### config.mk
export PLATFORM = sky130hd
export DESIGN_NAME = memory_access_stage
export DESIGN_NICKNAME = d
export VERILOG_FILES = /design/src/rtl/rv32i_types.sv /design/src/rtl/load_align.sv /design/src/rtl/memory_access_stage.sv
export SDC_FILE = /design/constraint.sdc
export NUM_CORES = 1
export LEC_CHECK = 0
export CAP_MARGIN = 20
export CELL_PAD_IN_SITES_DETAIL_PLACEMENT = 1
export CELL_PAD_IN_SITES_GLOBAL_PLACEMENT = 2
export CORE_MARGIN = 5
export CORE_UTILIZATION = 22
export CTS_BUF_LIST = sky130_fd_sc_hd__clkbuf_16
export CTS_CLUSTER_SIZE = 30
export DETAILED_ROUTE_END_ITERATION = 10
export MAX_ROUTING_LAYER = met4
export PLACE_DENSITY_LB_ADDON = 0.05
export SYNTH_ARGS = -nofsm -noshare
export SYNTH_HDL_FRONTEND = slang
export SYNTH_HIERARCHICAL = 1
export SYNTH_SLANG_ARGS = --single-unit
### constraint.sdc
create_clock -name clk -period 1.9 [get_ports clk]
set_input_delay 0.285 -clock clk [delete_from_list [all_inputs] [get_ports clk]]
set_output_delay 0.285 -clock clk [all_outputs]
set_load 0.01 [all_outputs]
### src/rtl/rv32i_types.sv
// Shared RV32I type definitions.
//
// Holds the word type, the pipeline control word, the load/store funct3
// encodings, the memory-access-stage FSM states and the MA/WB register
// layout. Every RTL file that needs these types imports this package.
package rv32i_types;

    typedef logic [31:0] rv32i_word;

    // Control word carried down the pipeline. The MA stage looks only at
    // mem_read and mem_write. The remaining fields ride through to WB.
    typedef struct packed {
        logic       load_regfile;
        logic [3:0] regfilemux_sel;
        logic       mem_read;
        logic       mem_write;
    } rv32i_control_word;

    typedef enum logic [2:0] {
        lb  = 3'b000,
        lh  = 3'b001,
        lw  = 3'b010,
        lbu = 3'b100,
        lhu = 3'b101
    } load_funct3_t;

    typedef enum logic [2:0] {
        sb = 3'b000,
        sh = 3'b001,
        sw = 3'b010
    } store_funct3_t;

    // WAIT: the request is outstanding and the cache has not answered yet.
    // HOLD: the access is complete, but the downstream register is frozen.
    typedef enum logic [1:0] {
        IDLE = 2'b00,
        WAIT = 2'b01,
        HOLD = 2'b10
    } ma_state_t;

    // Layout of the MA/WB pipeline register.
    typedef struct packed {
        rv32i_control_word ctrl;
        rv32i_word         instruction;
        rv32i_word         pc;
        rv32i_word         alu;
        rv32i_word         mem_rdata;
        logic              br_en;
    } ma_wb_t;

endpackage

### src/rtl/load_align.sv
// Load data alignment and extension.
//
// This block is purely combinational. It shifts the addressed bytes of a
// 32-bit read word down to bit 0. It then sign-extends or zero-extends the
// result according to the load funct3. Any load path can reuse it, cached or
// not.
//
// Ports:
//   rdata   in  32  raw word returned by memory
//   offset  in  2   byte offset of the access within the word
//   funct3  in  3   load type (lb/lh/lw/lbu/lhu)
//   result  out 32  aligned, extended load value
module load_align
    import rv32i_types::*;
(
    input  logic [31:0]  rdata,
    input  logic [1:0]   offset,
    input  load_funct3_t funct3,
    output logic [31:0]  result
);

    logic [31:0] shifted;

    // A halfword at offset 3 keeps only the bytes inside the word. The upper
    // byte reads as zero and no second access is made.
    assign shifted = rdata >> {offset, 3'b000};

    always_comb begin
        // NOTE: a default assignment comes before the case. Without it, any
        // funct3 value left out of the case would keep the old result, and
        // synthesis would infer a latch.
        result = shifted;
        case (funct3)
            lb:      result = {{24{shifted[7]}}, shifted[7:0]};
            lbu:     result = {24'h0, shifted[7:0]};
            lh:      result = {{16{shifted[15]}}, shifted[15:0]};
            lhu:     result = {16'h0, shifted[15:0]};
            default: result = shifted;
        endcase
    end

endmodule

### src/rtl/memory_access_stage.sv
// RV32I pipeline memory-access (MA) stage.
//
// This stage takes the EX/MA register contents and performs the data-cache
// request/response handshake. It aligns store data and extracts load data.
// It stalls the upstream pipeline while an access is outstanding. Results are
// registered into the MA/WB register.
//
// Ports:
//   clk, rst                  clock; synchronous active-low reset
//   PC_in, instruction_in     instruction in MA (funct3 = instruction_in[14:12])
//   alu_in                    effective address or ALU result
//   rs2_in                    unaligned store data
//   br_en_in                  comparator result, passed through
//   mem_byte_enable_in        byte lanes computed in EX
//   ctrl_word_in              control word (mem_read / mem_write used here)
//   stall_in                  downstream freeze; MA/WB holds while high
//   data_rdata, data_resp     cache read data and single-cycle completion
//   data_read, data_write     cache requests (mutually exclusive)
//   data_addr, data_mbe       word address and byte enables
//   data_wdata                lane-aligned store data
//   MA_stall                  freezes everything upstream of MA
//   *_out                     MA/WB pipeline register
module memory_access_stage
    import rv32i_types::*;
(
    input  logic              clk,
    input  logic              rst,
    input  logic [31:0]       PC_in,
    input  logic [31:0]       instruction_in,
    input  logic [31:0]       alu_in,
    input  logic [31:0]       rs2_in,
    input  logic              br_en_in,
    input  logic [3:0]        mem_byte_enable_in,
    input  rv32i_control_word ctrl_word_in,
    input  logic              stall_in,
    input  logic [31:0]       data_rdata,
    input  logic              data_resp,
    output logic              data_read,
    output logic              data_write,
    output logic [31:0]       data_addr,
    output logic [3:0]        data_mbe,
    output logic [31:0]       data_wdata,
    output logic              MA_stall,
    output rv32i_control_word ctrl_word_out,
    output logic [31:0]       instruction_out,
    output logic [31:0]       PC_out,
    output logic [31:0]       alu_out,
    output logic [31:0]       mem_rdata_out,
    output logic              br_en_out
);

    ma_state_t    state;
    logic [31:0]  hold_buf;
    ma_wb_t       ma_wb;
    ma_wb_t       wb_next;

    logic         mem_op;
    logic         is_load;
    logic         requesting;
    load_funct3_t load_funct3;
    logic [31:0]  load_word;
    logic [31:0]  mem_result;

    assign mem_op     = ctrl_word_in.mem_read | ctrl_word_in.mem_write;
    // mem_write wins when a malformed control word sets both bits.
    assign is_load    = ctrl_word_in.mem_read & ~ctrl_word_in.mem_write;
    // In HOLD the access has already completed, so no request goes out.
    assign requesting = rst & (state != HOLD);

    assign data_read  = requesting & is_load;
    assign data_write = requesting & ctrl_word_in.mem_write;
    assign data_addr  = {alu_in[31:2], 2'b00};
    assign data_mbe   = mem_byte_enable_in;
    assign data_wdata = rs2_in << {alu_in[1:0], 3'b000};

    // The response cycle does not stall. The result goes into MA/WB on that
    // same edge.
    assign MA_stall   = (state != HOLD) & mem_op & ~data_resp;

    assign load_funct3 = load_funct3_t'(instruction_in[14:12]);

    load_align u_load_align (
        .rdata  (data_rdata),
        .offset (alu_in[1:0]),
        .funct3 (load_funct3),
        .result (load_word)
    );

    // Stores and non-memory ops write zero into mem_rdata_out.
    assign mem_result = is_load ? load_word : 32'h0;

    // In HOLD the cache data has gone away, so the buffered result is used.
    always_comb begin
        wb_next.ctrl        = ctrl_word_in;
        wb_next.instruction = instruction_in;
        wb_next.pc          = PC_in;
        wb_next.alu         = alu_in;
        wb_next.mem_rdata   = (state == HOLD) ? hold_buf : mem_result;
        wb_next.br_en       = br_en_in;
    end

    // NOTE: every register in this block is assigned with <=. All flops then
    // update from values sampled before the edge, so the result does not
    // depend on the order of the statements.
    always_ff @(posedge clk) begin
        if (!rst) begin
            // NOTE: the hold buffer is reset along with the control state.
            // It is a single word, and clearing it means a stale load value
            // can never reach WB after a reset.
            state    <= IDLE;
            hold_buf <= '0;
            ma_wb    <= '0;
        end else begin
            case (state)
                IDLE, WAIT: begin
                    if (!mem_op) begin
                        if (!stall_in) ma_wb <= wb_next;
                        state <= IDLE;
                    end else if (!data_resp) begin
                        state <= WAIT;
                    end else if (stall_in) begin
                        hold_buf <= mem_result;
                        state    <= HOLD;
                    end else begin
                        ma_wb <= wb_next;
                        state <= IDLE;
                    end
                end
                HOLD: begin
                    if (!stall_in) begin
                        ma_wb <= wb_next;
                        state <= IDLE;
                    end
                end
                default: state <= IDLE;
            endcase
        end
    end

    assign ctrl_word_out   = ma_wb.ctrl;
    assign instruction_out = ma_wb.instruction;
    assign PC_out          = ma_wb.pc;
    assign alu_out         = ma_wb.alu;
    assign mem_rdata_out   = ma_wb.mem_rdata;
    assign br_en_out       = ma_wb.br_en;

endmodule

==> impl_metrics.json <==
{
  "status": "complete, no violations",
  "drive_above_1_share_pct": 8.62,
  "cp_max_fo": 3,
  "finalPower_mw": 9.91,
  "dr_total_vias": 8075,
  "max_clock_freq_mhz": 544,
  "die-area_um2": 40400,
  "fin_nets": 1497,
  "vdd_drop_max_mv": 0.576,
  "design_area_um2": 12900,
  "finalCriticalPeriod_ps": 1840,
  "place_area_um2": 12300,
  "start_util_pct": 22.1,
  "p_leak_nw": 4.82,
  "avgViaCountPerCell": 4.47,
  "rows": 70,
  "grt_start_max_net_pins": 77,
  "hp-class": "in -> reg",
  "grt_pass1_wl_um": 53700,
  "setup_viol": 0,
  "yosys_warnings": 6,
  "hpwl_um": 25800,
  "p_seq_share_pct": 38.9,
  "hold_start": "alu_in[1]",
  "cts_tree": "built",
  "clk-insertion-delay-late_ps": 440,
  "syn_area_um2": 8020,
  "cts_max_level": 4,
  "timing.rr.start": "state[1]",
  "p_sw_share_pct": 27.2,
  "hold_viol": 0,
  "fp.dieH_um": 201,
  "pwr-share-comb_pct": 21.5,
  "ios": 383,
  "place_congestion": 0.738,
  "cts_buffers": 17,
  "startpoint": "rs2_in[3]",
  "synth_cell_types": 35,
  "antenna_left": 0,
  "synthCells": 987,
  "tightest_slew_ps": 725,
  "stdcell_count": 1805,
  "path_class": "in -> out",
  "drt_iter0_drc": 286,
  "grt_overflow": 0,
  "p_int_mw": 7.22,
  "cpMostUsedCell": "clkdlybuf4s50_1",
  "max_cap_viol_count": 0,
  "ys_seq_elements": 170,
  "period_share_pct": 96.8,
  "cp.arrival_ps": 1550,
  "place_ws_ps": -272,
  "fillers": 4247,
  "end_kind": "output port",
  "start_kind": "primary input",
  "rsz0062_at_grt": "false",
  "wl_per_cell_um": 19.3,
  "cp_data_required_time_ps": 1620,
  "drc_errors": 0,
  "finClkSkew_ps": 5.43,
  "cpMaxStageDelayCell": "clkdlybuf4s50_1",
  "slew_viol_final": 0,
  "cpPeakStageDelay_ps": 570,
  "max_slew_margin_pct": 51.7,
  "clock-root-buffer": "clkbuf_16",
  "io_buffers": 372,
  "finalWorstSetupSlack_ps": 60.2,
  "clk_pin_slew_worst_paths_ps": 60,
  "cts_post_setup_buffers_inserted": 0,
  "clockBufferDepth": 2,
  "holdBufCountCts": 0,
  "die_x_um": 201,
  "antenna_found_initial": 3,
  "grt_pass1_vias": 8479,
  "syn_avg_cell_area_um2": 8.12,
  "crit_chain": "clkdlybuf4s50_1 -> mux2i_1 -> nor2_1 -> clkdlybuf4s50_1",
  "core_um2": 36300,
  "p_switching_mw": 2.70,
  "yosysSeqAreaShare_pct": 42.4,
  "area_growth_syn_to_layout_pct": 61.5,
  "grt_usage_pct": 17.4,
  "clkSinkCount": 170,
  "setup_tns_ps": 0,
  "placed_cells": 1770,
  "power.density_nw_per_um2": 766,
  "dr.pass1.iters": 4,
  "wl_um": 34900,
  "power.share.clock_pct": 39.6
}
[state kept, by name, summed over array words and instances (netlist names)]
register	flops
state	2
ctrl_word_out	7
br_en_out	1
mem_rdata_out	32
PC_out	32
instruction_out	32
alu_out	32
hold_buf	32
[Yosys cell counts]
cell type    n  area, um2
nor2_1      28        105
nand2_1    265        995
a32oi_1     32        280
a21boi_2     1       11.3
o21ai_0     44        220
nand2b_2     1       8.76
o21ai_1      2       10.0
clkbuf_1    44        165
conb_1       1       3.75
buf_4       41        308
and3b_1      1       8.76
a31oi_1     32        200
a211oi_1    22        165
nor3_1       1       5.00
a21boi_0    97        728
o31a_1       1       8.76
a21oi_1     48        240
a311oi_2     1       15.0
buf_6        8       90.1
nor2b_1     51        319
and2_1       8       50.1
nor4b_1      1       8.76
dfxtp_1    170       3400
nand2b_1     1       6.26
o211ai_2     1       12.5
o21ai_2      3       26.3
buf_2       30        150
buf_1        2       7.51
o31ai_1      1       7.51
nand2b_4     1       13.8
and3_1       2       12.5
nand3b_1     1       7.51
a21boi_1     8       60.1
mux2i_1     36        360
inv_1        1       3.75
[kinds of logic after synthesis]
| kind of cell | count (synthesis) | share of synthesized area [%] |
|---|---|---|
| flip-flops | 170 | 42.4 |
| multiplexers | 36 | 4.49 |
| buffers and inverters | 126 | 9.04 |
| AO/OA/AOI/OAI | 293 | 24.8 |
| AND/OR/NAND/NOR | 361 | 19.2 |
| other | 1 | 0.0468 |
[cell type report]
| type | instances | area, um2 | share of cell area (%) |
|---|---|---|---|
| clock buffers | 17 | 425 | 3.29 |
| well taps | 468 | 586 | 4.52 |
| repair buffers | 439 | 4370 | 33.8 |
| flip-flops and latches | 170 | 3400 | 26.3 |
| inverters | 1 | 3.75 | 0.0290 |
| multi-input cells | 692 | 3930 | 30.3 |
| diodes | 3 | 7.51 | 0.0580 |
| clock inverters | 15 | 219 | 1.69 |
[final timing paths]
path	slack, ps	cells after the start	endpoint
hold reg to reg	450	2	mem_rdata_out[8]
setup reg to reg	230	6	PC_out[0]
hold / removal	350	4	alu_out[1]
setup / recovery	60	4	data_wdata[11]
[worst max-delay path: cells and delay by family]
kind          cells  cell delay, ps
buf+inv           2            1090
mux               1              90
simple gates      1              90
[power by group through the flow]
| stage | logic [mW] | registers [mW] | clock network [mW] |
|---|---|---|---|
| 5_1_grt | 2.32 | 3.88 | 4.21 |
| 3_3_place_gp | 2.19 | 3.94 | 0 |
| 2_1_floorplan | 0.820 | 4.01 | 0 |
| 4_1_cts | 2.18 | 3.86 | 4.08 |
| 3_5_place_dp | 2.19 | 3.94 | 0 |
| 6_report | 2.13 | 3.86 | 3.92 |
[metrics by stage]
stage	util, %	hold WS (ps)
2_1_floorplan	-	364
3_3_place_gp	33.9	442
3_5_place_dp	33.9	445
4_1_cts	35.6	318
5_1_grt	35.7	337
6_report	35.7	346
[what timing repair did]
item | in CTS | in global routing
endpoints found under the setup margin | 18 | 8
resized for setup | 17 | 8
pin swaps | 0 | 0
[cells in the final DEF, fill, tap and decap left out, types with 6 or more instances in the layout]
cell type / instances
clkdlybuf4s50_1: 347
nand2_1: 265
dfxtp_1: 170
a21boi_0: 97
buf_4: 55
nor2b_1: 48
a21oi_1: 48
o21ai_0: 44
mux2i_1: 36
a32oi_1: 32
a31oi_1: 32
nor2_1: 28
a211oi_1: 22
clkbuf_16: 17
dlygate4sd2_1: 15
buf_12: 13
and2_1: 8
a21boi_1: 8
dlymetal6s2s_1: 6
[routing by layer]
metal | share of wire (%) | track usage [%] | vias to the layer above | wire length, um
met4 | 1.3 | 3.91 | 0 | 462
met1 | 45 | 21.7 | 3843 | 15800
met3 | 4.7 | 4.23 | 22 | 1640
met2 | 49 | 28.7 | 200 | 17000
met5 | 0 | - | - | 0
li1 | - | - | 4010 | -
Note: power is estimated with default switching activity, not from simulation.
